--- src/rtl/disp_frame_ctrl.sv ---
// Frame-buffer sequencer: display power sequencing, VBLANK servicing and
// double/triple-buffer flips between the drawing side and the XGA display.
//
// state    | meaning
// IDLE     | display off; waiting for ENABLE
// RUN      | display on; service the next VBLANK
// WAIT_CLR | VBLANK serviced; wait until it reads back 0
// STOP     | disable requested; power down after the next VBLANK service
module disp_frame_ctrl #(
    parameter int unsigned                 ADDR_WIDTH  = 32,
    parameter logic [ADDR_WIDTH-1:0]       BASE_ADDR   = ADDR_WIDTH'(32'h1000_0000),
    parameter int unsigned                 FRAME_BYTES = 3145728,
    parameter int unsigned                 NUM_BUF     = 2,
    parameter int unsigned                 CNT_WIDTH   = 16
) (
    input  logic                  ACLK,
    input  logic                  ARESET,
    input  logic                  ENABLE,
    input  logic                  VBLANK,
    output logic                  CLR_VBLANK,
    output logic                  DISP_ON,
    output logic [ADDR_WIDTH-1:0] DISP_ADDR,
    output logic [ADDR_WIDTH-1:0] DRAW_ADDR,
    input  logic                  FLIP_REQ,
    output logic                  FLIP_READY,
    output logic                  FLIP_ACK,
    input  logic                  FIFO_UNDERFLOW,
    input  logic                  FIFO_OVERFLOW,
    output logic [CNT_WIDTH-1:0]  FRAME_CNT,
    output logic [CNT_WIDTH-1:0]  ERR_CNT
);

    localparam logic [1:0] S_IDLE     = 2'd0;
    localparam logic [1:0] S_RUN      = 2'd1;
    localparam logic [1:0] S_WAIT_CLR = 2'd2;
    localparam logic [1:0] S_STOP     = 2'd3;

    localparam bit TRIPLE = (NUM_BUF == 3);

    if (NUM_BUF != 2 && NUM_BUF != 3) begin : g_bad_num_buf
        $error("disp_frame_ctrl: NUM_BUF must be 2 or 3");
    end

    function automatic logic [ADDR_WIDTH-1:0] buf_addr(input logic [1:0] idx);
        return BASE_ADDR + ADDR_WIDTH'(FRAME_BYTES) * ADDR_WIDTH'(idx);
    endfunction

    logic [1:0]            state, state_nxt;
    logic                  svc, take, accept, flip_ready;
    logic [1:0]            disp_idx, draw_idx, pend_idx;
    logic [1:0]            disp_nxt, draw_nxt, pend_nxt;
    logic                  pend_vld, pend_vld_nxt;
    logic                  clr_vblank, flip_ack, disp_on;
    logic [ADDR_WIDTH-1:0] disp_addr, draw_addr;
    logic [CNT_WIDTH-1:0]  frame_cnt, err_cnt;
    logic                  err_lvl, err_q;

    always_comb begin
        state_nxt = state;
        svc       = 1'b0;
        case (state)
            S_IDLE: begin
                if (ENABLE) state_nxt = S_RUN;
            end
            S_RUN: begin
                if (VBLANK) begin
                    svc       = 1'b1;
                    state_nxt = S_WAIT_CLR;
                end else if (!ENABLE) begin
                    state_nxt = S_STOP;
                end
            end
            S_WAIT_CLR: begin
                if (!VBLANK) state_nxt = S_RUN;
            end
            S_STOP: begin
                if (ENABLE) begin
                    state_nxt = S_RUN;
                end else if (VBLANK) begin
                    svc       = 1'b1;
                    state_nxt = S_IDLE;
                end
            end
            default: state_nxt = S_IDLE;
        endcase
    end

    // A double-buffered drawer must wait for the flip to land; triple buffering keeps a spare
    assign flip_ready = !clr_vblank && (TRIPLE || !pend_vld);
    assign accept     = FLIP_REQ && flip_ready;
    assign take       = svc && pend_vld;

    always_comb begin
        disp_nxt     = take ? pend_idx : disp_idx;
        pend_nxt     = accept ? draw_idx : pend_idx;
        pend_vld_nxt = accept || (pend_vld && !svc);
        if (TRIPLE) begin
            // indices are 0..2, so the free buffer is whatever the other two do not sum to
            draw_nxt = accept ? (2'd3 - disp_nxt - draw_idx) : draw_idx;
        end else begin
            draw_nxt = take ? disp_idx : draw_idx;
        end
    end

    always_ff @(posedge ACLK or posedge ARESET) begin
        if (ARESET) begin
            state      <= S_IDLE;
            disp_on    <= 1'b0;
            clr_vblank <= 1'b0;
            flip_ack   <= 1'b0;
            frame_cnt  <= '0;
            disp_idx   <= 2'd0;
            draw_idx   <= 2'd1;
            pend_idx   <= 2'd0;
            pend_vld   <= 1'b0;
            disp_addr  <= buf_addr(2'd0);
            draw_addr  <= buf_addr(2'd1);
        end else begin
            state      <= state_nxt;
            disp_on    <= (state_nxt != S_IDLE);
            clr_vblank <= svc;
            flip_ack   <= take;
            if (svc) frame_cnt <= frame_cnt + CNT_WIDTH'(1);
            disp_idx   <= disp_nxt;
            draw_idx   <= draw_nxt;
            pend_idx   <= pend_nxt;
            pend_vld   <= pend_vld_nxt;
            disp_addr  <= buf_addr(disp_nxt);
            draw_addr  <= buf_addr(draw_nxt);
        end
    end

    assign err_lvl = FIFO_UNDERFLOW | FIFO_OVERFLOW;

    always_ff @(posedge ACLK or posedge ARESET) begin
        if (ARESET) begin
            err_q   <= 1'b0;
            err_cnt <= '0;
        end else begin
            err_q <= err_lvl;
            if (err_lvl && !err_q && err_cnt != '1) err_cnt <= err_cnt + CNT_WIDTH'(1);
        end
    end

    assign CLR_VBLANK = clr_vblank;
    assign DISP_ON    = disp_on;
    assign DISP_ADDR  = disp_addr;
    assign DRAW_ADDR  = draw_addr;
    assign FLIP_READY = flip_ready;
    assign FLIP_ACK   = flip_ack;
    assign FRAME_CNT  = frame_cnt;
    assign ERR_CNT    = err_cnt;

endmodule

--- config.mk ---
export PLATFORM = sky130hd
export DESIGN_NAME = disp_frame_ctrl
export DESIGN_NICKNAME = d
export VERILOG_FILES = /design/src/rtl/disp_frame_ctrl.sv
export SDC_FILE = /design/constraint.sdc
export NUM_CORES = 1
export LEC_CHECK = 0
export CAP_MARGIN = 20
export CELL_PAD_IN_SITES_DETAIL_PLACEMENT = 1
export CELL_PAD_IN_SITES_GLOBAL_PLACEMENT = 2
export CORE_UTILIZATION = 25
export CTS_CLUSTER_DIAMETER = 120
export DETAILED_ROUTE_END_ITERATION = 12
export GPL_ROUTABILITY_DRIVEN = 0
export PLACE_DENSITY = 0.85
export SKIP_CTS_REPAIR_TIMING = 1
export SLEW_MARGIN = 20
export SYNTH_ARGS = -nofsm -noshare
export SYNTH_HDL_FRONTEND = slang
export SYNTH_SLANG_ARGS = --single-unit
export TNS_END_PERCENT = 10
--- constraint.sdc ---
create_clock -name ACLK -period 2 [get_ports ACLK]
set_clock_uncertainty 0.2 [all_clocks]
set_input_delay 0.3 -clock ACLK [delete_from_list [all_inputs] [get_ports ACLK]]
set_output_delay 0.3 -clock ACLK [all_outputs]
set_load 0.02 [all_outputs]
Word-level counts from Yosys, hierarchy flattened
Index checks and enable logic that the tools add are counted.
{"block": "totals", "out_inout_bits": 100, "mem_bits_rw": 0, "in_bits": 7, "mem_bits_ro": 0, "register_bits": 105, "word_cells": 49, "latchBits": 0, "n_memories": 0}
{"block": "op_classes", "n_mul": 2, "add_sub_neg": 4, "eq_ne": 4, "order_cmp": 0, "n_div": 0, "bitwise": 1, "shift": 0, "reduce_logical": 13, "mux": 12}
{"operator": "$add A29 B24 Y30 const A", "n": 2}
{"operator": "$add A16 B1 Y16 const B", "n": 2}
{"operator": "$mux W2", "n": 8}
{"operator": "$ne A16 B16 Y1 const B", "n": 1}
{"operator": "$mul A2 B2 Y4 const A", "n": 2}
{"operator": "$pmux W2 S4", "n": 1}
{"operator": "$logic_and A1 B1 Y1", "n": 6}
{"operator": "$eq A2 B2 Y1 const B", "n": 2}
{"operator": "$logic_not A1 Y1", "n": 4}
{"operator": "$eq A2 B1 Y1 const B", "n": 1}
{"operator": "$logic_not A2 Y1", "n": 1}
{"operator": "$mux W1", "n": 2}
{"operator": "$pmux W1 S2", "n": 1}
{"operator": "$reduce_bool A2 Y1", "n": 1}
{"operator": "$logic_or A1 B1 Y1", "n": 1}
{"operator": "$or A1 B1 Y1", "n": 1}

Logic depth before layout (Yosys ltp)
Gate-level depths: netlist (run 1).
{"block": "depth", "ltp_word": 7, "mapped_depth": 6, "mapped_depth_nobuf": 6}

Least setup slack after synthesis (run 1)
Ideal clock, no wire load.
{"block": "synth_path", "path_kind": "register to register", "start": "reg err_cnt[0] (netlist: ERR_CNT[0])", "end": "reg err_cnt[1] (netlist: ERR_CNT[1])", "t_required_ps": 1675, "setup_time_ps": 125, "setup_slack_ps": 62, "arrival_time_ps": 1613, "synth_period_minus_slack_ps": 1938, "n_path_buf": 0, "stages_incl_launch_ff": 6, "path_cell_list": "dfrtp_1 ha_1 and4_1 and4b_1 nor2_2 mux2_4"}
{"block": "synth_via", "elab_chain_cells": 2, "word_cells_on_any_way": 3, "classes_between": "1 x add/sub; 1 x eq/ne; 1 x reduce/logical"}
{"item": "start, declared", "line": "55", "rtl": "logic [CNT_WIDTH-1:0] frame_cnt, err_cnt;"}
{"item": "start signal, assigned", "line": "141", "rtl": "if (err_lvl && !err_q && err_cnt != '1) err_cnt <= err_cnt + CNT_WIDTH'(1);"}
{"item": "branches (longest 2 deep; another with $add A16 B1 Y16)"}
Parallel ways; which one is timed is not known.
A chain may end at the register's enable or synchronous reset.

Worst setup path after layout (run 1)
{"block": "layout_path", "start": "reg draw_addr[21] (netlist: DRAW_ADDR[21])", "end": "out DRAW_ADDR[21]"}
{"item": "start, declared", "line": "54", "rtl": "logic [ADDR_WIDTH-1:0] disp_addr, draw_addr;"}
{"item": "start signal, assigned", "line": "117", "rtl": "draw_addr <= buf_addr(2'd1);"}
{"item": "start signal, assigned", "line": "129", "rtl": "draw_addr <= buf_addr(draw_nxt);"}
{"item": "end, declared", "line": "23", "rtl": "output logic [ADDR_WIDTH-1:0] DRAW_ADDR,"}
No word-level cell between the ends.

==> results of run 1 <==
==> cell usage in the layout, fill, tap and decap left out, types with 8 or more instances in the layout <==
cell             count
conb_1              56
dfrtp_1             49
clkdlybuf4s50_1     48
xor2_1              15
xnor2_1             12
nand2_1             12
buf_4               11
nand3_1              9
mux2_2               8
==> kinds of logic (layout without fill, tap and decap cells) <==
group / after synthesis / count (layout)
other cells: 2 / 56
flops: 51 / 51
xor+xnor: 27 / 27
compound gates: 12 / 12
fa+ha+maj: 6 / 6
simple gates: 71 / 71
buf+inv: 63 / 75
mux: 11 / 11
==> power by group through the flow <==
stage / combinational, mW / clock [mW] / sequential (mW)
floorplan: 0.505 / 0 / 1.54
global placement: 1.02 / 0 / 1.40
detailed placement: 1.04 / 0 / 1.42
CTS: 1.04 / 0.778 / 1.40
global route: 1.12 / 0.823 / 1.43
finish: 1.03 / 0.742 / 1.40
==> per-stage QoR <==
| step | power, mW | utilization |
|---|---|---|
| finish | 3.17 | 0.323 |
| global route | 3.37 | 0.323 |
| CTS | 3.22 | 0.323 |
| detailed placement | 2.45 | 0.312 |
| global placement | 2.43 | 0.312 |
| floorplan | 2.05 | - |
==> cell type report <==
type / instances / area [µm²] / area share
Sequential cell: 51 / 1280 / 0.381
Multi-Input combinational cell: 183 / 1160 / 0.347
Timing Repair Buffer: 62 / 608 / 0.181
Tap cell: 136 / 170 / 0.0507
Clock buffer: 5 / 68.8 / 0.0205
Clock inverter: 3 / 46.3 / 0.0138
Inverter: 5 / 18.8 / 0.00560
==> worst max path at each step <==
stage / end / slack [ns] / cells past startpoint
finish: DRAW_ADDR[21] / 0.07 / 1
global route: ERR_CNT[0] / 0.001 / 2
CTS: FLIP_READY / -0.01 / 2
detailed placement: DISP_ADDR[21] / -0.18 / 7
global placement: DISP_ADDR[21] / -0.13 / 7
floorplan: ERR_CNT[1] / 0.06 / 5
==> Yosys cell counts, types with 4 or more instances <==
cell | count | share of area
xnor2_1 | 12 | 0.039
nand2_1 | 12 | 0.017
xor2_1 | 15 | 0.049
mux2_2 | 8 | 0.033
and3_1 | 5 | 0.012
dfrtp_1 | 49 | 0.46
nand3_1 | 9 | 0.017
nor2_1 | 7 | 0.0098
o21ai_0 | 4 | 0.0074
buf_4 | 58 | 0.16
inv_1 | 5 | 0.0070
nand4_1 | 7 | 0.016
ha_1 | 6 | 0.028
nor3_1 | 7 | 0.013
==> layer usage <==
metal | track usage | wire length, µm
met5 | 0 | 0
met4 | 0.0238 | 44
met3 | 0.0322 | 323
met2 | 0.164 | 2530
met1 | 0.123 | 2310
==> worst register-to-register path: cells and delay by family (launching register included) <==
family	cells	cell delay, ns
fa+ha+maj	1	0.24
flops	1	0.40
mux	1	0.31
simple gates	3	0.59
==> flip-flops by register name (all words and copies together), names as in the netlist, 2 cells and up <==
signal / flops
state: 2
ERR_CNT: 16
pend_idx: 2
draw_idx: 2
disp_idx: 2
DRAW_ADDR: 3
DISP_ADDR: 3
FRAME_CNT: 16
==> metrics.yaml, run 1 <==
cts_buffer_depth: 2
grt_overflow: 0
place_area_mm2: 0.00323
synth_fa_ha_area_frac: 0.0279
yosys.area_share.simple: 0.159
crit_fanout: 1
fill_cells: 1213
core_area_mm2: 0.0104
synth-edff-count: 0
synth_mux_area_frac: 0.0465
cap_violations: 0
r2r_end: "ERR_CNT[1]"
fp.dieW_um: 106
grt_pass1_wl_um: 8810
grt_max_degree: 52
io_pins: 107
fmax_mhz: 519
start_util: 0.260
max_stage_delay_ns: 0.59
crit_buf_inv: 1
ys_seq_elements: 51
die_h_um: 106
cts_tree: "built"
insertion_delay_ns: 0.30
critPathLaunch: "DRAW_ADDR[21]"
power.internal_mw: 2.05
antenna_found_initial: 0
critPathLaunchType: "flop"
status: "finished, final reports clean"
switchingPower_mw: 1.12
clock_sinks: 51
cts_root_buf: "clkbuf_8"
stdcell_area_mm2: 0.00335
vias: 1765
path_cells: "clkdlybuf4s50_1"
cpMaxStageDelayCell: "clkdlybuf4s50_1"
r2r_slack_ns: 0.15
ys_types: 41
required_ns: 1.50
hp-class: "in2async"
numCtsBuffers: 5
port_buffers: 50
power_frac_comb: 0.324
synthArstFlopShare: 1.00
wl_um: 5210
worstSetupPathType: "reg2out"
syn-cell-area_mm2: 0.00269
reg2reg_depth: 5
hold_violations: 0
gr-usage-all-layers: 0.0987
diodes: 0
first_pass_iters: 2
avgSynthCellArea_um2: 11.1
holdWs_ns: 0.145
drtAntennaViolNets: 0
drive_above_1_share: 0.142
placedCellCount: 437
worst_slack_ns: 0.0732
period_minus_slack_ns: 1.93
seqPwrFrac: 0.442
die_area_mm2: 0.0112
cellPowerDensity_mw_per_mm2: 945
cts-htree-levels: 2
setup_violations: 0
swShare: 0.353
period_share: 0.963
stdcell_count: 445
timing.setup.tns_ns: 0
synth_top_family_by_area: "buffers and inverters"
p_leak_nw: 1.63
post-dp-hpwl_um: 3900
slew_viol_final: 0
worstReg2RegStart: "ERR_CNT[0]"
syn_to_final_growth_pct: 24.5
rows: 37
cp.arrival_ns: 1.43
cp-end-kind: "primary output"
nets: 321
synthXorXnorAreaFrac: 0.0878
power_frac_clock: 0.234
ys_seq_area_frac: 0.475
path_delay_family: "buffers and inverters"
wl_per_cell_um: 11.7
ir_drop_mv: 0.467
via_per_inst: 3.97
grt_setup_unrepaired: "false"
synthFlopType: "dfrtp_1"
first_iter_violations: 24
place_ws_ns: -0.177
path_clk_slew_ns: 0.10
syn_inst: 243
yosys_warnings: 0
grt_pass1_vias: 1761
synth_compound_area_frac: 0.0321
drc: 0
No activity file was read; power rests on OpenSTA's default activity.
==> inputs of run 2 (changes only) <==
--- a/config.mk
+++ b/config.mk
@@ -11,8 +11,9 @@
 export CORE_UTILIZATION = 25
 export CTS_CLUSTER_DIAMETER = 120
 export DETAILED_ROUTE_END_ITERATION = 12
+export DONT_BUFFER_PORTS = 1
 export GPL_ROUTABILITY_DRIVEN = 0
-export PLACE_DENSITY = 0.85
+export PLACE_DENSITY = 0.64
 export SKIP_CTS_REPAIR_TIMING = 1
 export SLEW_MARGIN = 20
 export SYNTH_ARGS = -nofsm -noshare
==> run 2 against run 1 <==
  * Clock power decreased by 16%
  * Register-to-register slack worse by 0.04 ns
  * Setup slack improved by 0.038 ns
  * Global-route usage increased by 0.83 points
  * Total power shrank 7.4%
  * First-iteration DRC count is 100% higher
  * Die area did not move
  * Final area is 9.7% lower
  * Sequential share of layout area grew 4.1 points
  * Flip-flop and latch count unchanged
==> metrics.yaml, run 2 (synthesis gave the netlist of run 1 again) <==
status: "finished, final reports clean"  # unchanged
power_frac_clock: 0.211  # was 0.234
period_share: 0.944  # was 0.963
grt_setup_unrepaired: "false"  # unchanged
cellPowerDensity_mw_per_mm2: 969  # was 945 mW/mm²
critPathLaunchType: "flop"  # unchanged
hp-class: "in2reg"  # was in2async
core_area_mm2: 0.0104  # unchanged
grt_overflow: 0  # unchanged
hold_violations: 0  # unchanged
drc: 0  # unchanged
timing.setup.tns_ns: 0  # unchanged
drive_above_1_share: 0.232  # was 0.142
syn_to_final_growth_pct: 12.5  # was 24.5%
grt_pass1_wl_um: 9500  # was 8810 µm
cts_tree: "built"  # unchanged
stdcell_count: 420  # was 445
required_ns: 1.99  # was 1.50 ns
path_clk_slew_ns: 0.10  # about the same
cap_violations: 0  # unchanged
worstSetupPathType: "reg2reg"  # was reg2out
p_leak_nw: 1.54  # was 1.63 nW
first_pass_iters: 4  # was 2
via_per_inst: 4.07  # was 3.97
swShare: 0.374  # was 0.353
crit_fanout: 4  # was 1
fmax_mhz: 529  # was 519 MHz
slew_viol_final: 0  # unchanged
fp.dieW_um: 106  # unchanged
rows: 37  # unchanged
setup_violations: 0  # unchanged
first_iter_violations: 49  # was 24
power_frac_comb: 0.321  # was 0.324
post-dp-hpwl_um: 4320  # was 3900 µm
wl_um: 5660  # was 5210 µm
io_pins: 107  # unchanged
place_area_mm2: 0.00289  # was 0.00323 mm²
port_buffers: 0  # was 50
cts_buffer_depth: 2  # unchanged
numCtsBuffers: 5  # unchanged
placedCellCount: 408  # was 437
die_area_mm2: 0.0112  # unchanged
start_util: 0.260  # unchanged
power.internal_mw: 1.84  # was 2.05 mW
period_minus_slack_ns: 1.89  # was 1.93 ns
die_h_um: 106  # unchanged
cts-htree-levels: 2  # unchanged
grt_max_degree: 26  # was 52
insertion_delay_ns: 0.30  # about the same
grt_pass1_vias: 1770  # was 1,761
antenna_found_initial: 0  # unchanged
mostFrequentLayoutCell: "conb_1"  # unchanged
ir_drop_mv: 0.418  # was 0.467 mV
clock_sinks: 51  # unchanged
gr-usage-all-layers: 0.107  # was 0.0987
vias: 1708  # was 1,765
drtAntennaViolNets: 0  # unchanged
cts_root_buf: "clkbuf_8"  # unchanged
cp-end-kind: "flop"  # was primary output
nets: 296  # was 321
seqPwrFrac: 0.468  # was 0.442
total_power_mw: 2.94  # was 3.17 mW
final_cell_mix: "conb_1, dfrtp_1, buf_4"  # was conb_1, dfrtp_1, clkdlybuf4s50_1
stdcell_area_mm2: 0.00303  # was 0.00335 mm²
switchingPower_mw: 1.10  # was 1.12 mW
cp.arrival_ns: 1.88  # was 1.43 ns
diodes: 0  # unchanged
wl_per_cell_um: 13.5  # was 11.7 µm
-- run 2: worst max-delay path, stage by stage (launching register included) --
cell     delay [ns]
dfrtp_1        0.39
ha_2           0.21
and4_1         0.20
and4b_1        0.25
nor2_2         0.20
mux2_4         0.32
-- run 2: path summary, 6_finish.rpt --
path	start	endpoint	slack, ns	cells past startpoint
setup / recovery	ERR_CNT[0]	ERR_CNT[1]	0.11	5
hold / removal	VBLANK	state[1]	0.001	2
setup reg to reg	ERR_CNT[0]	ERR_CNT[1]	0.11	5
hold reg to reg	pend_idx[1]	pend_idx[1]	0.32	1
max in group asynchronous	ARESET	draw_idx[0]	0.78	3
min in group asynchronous	ARESET	FRAME_CNT[6]	0.25	2
-- run 2: per-layer routing --
layer  GRT usage  share of wire
met3      0.0414          0.084
met1       0.137           0.44
met4      0.0268         0.0058
met2       0.169           0.47
met5           0              0
-- run 2: metrics by stage --
stage                     setup slack (ns)  hold WS, ns  utilization
after CTS                           0.0800       -0.329        0.288
final                                0.111      0.00101        0.292
after global routing                0.0186      0.00496        0.292
after floorplan                     0.0623        0.209            -
after global placement               0.157       0.0121        0.279
after detailed placement            0.0958       0.0200        0.279
-- run 2: area by class of cell --
type | instances | area [µm²]
Inverter | 5 | 18.8
Clock inverter | 1 | 5.00
Timing Repair Buffer | 37 | 300
Multi-Input combinational cell | 183 | 1170
Fill cell | 1205 | 7340
Clock buffer | 7 | 86.3
Sequential cell | 51 | 1280
Tap cell | 136 | 170
-- run 2: power by group through the flow --
stage,combinational [mW],sequential (mW),clock [mW]
2_1_floorplan,0.505,1.54,0
3_3_place_gp,0.908,1.38,0
3_5_place_dp,0.939,1.39,0
4_1_cts,0.942,1.37,0.662
5_1_grt,1.04,1.40,0.709
6_report,0.943,1.37,0.620
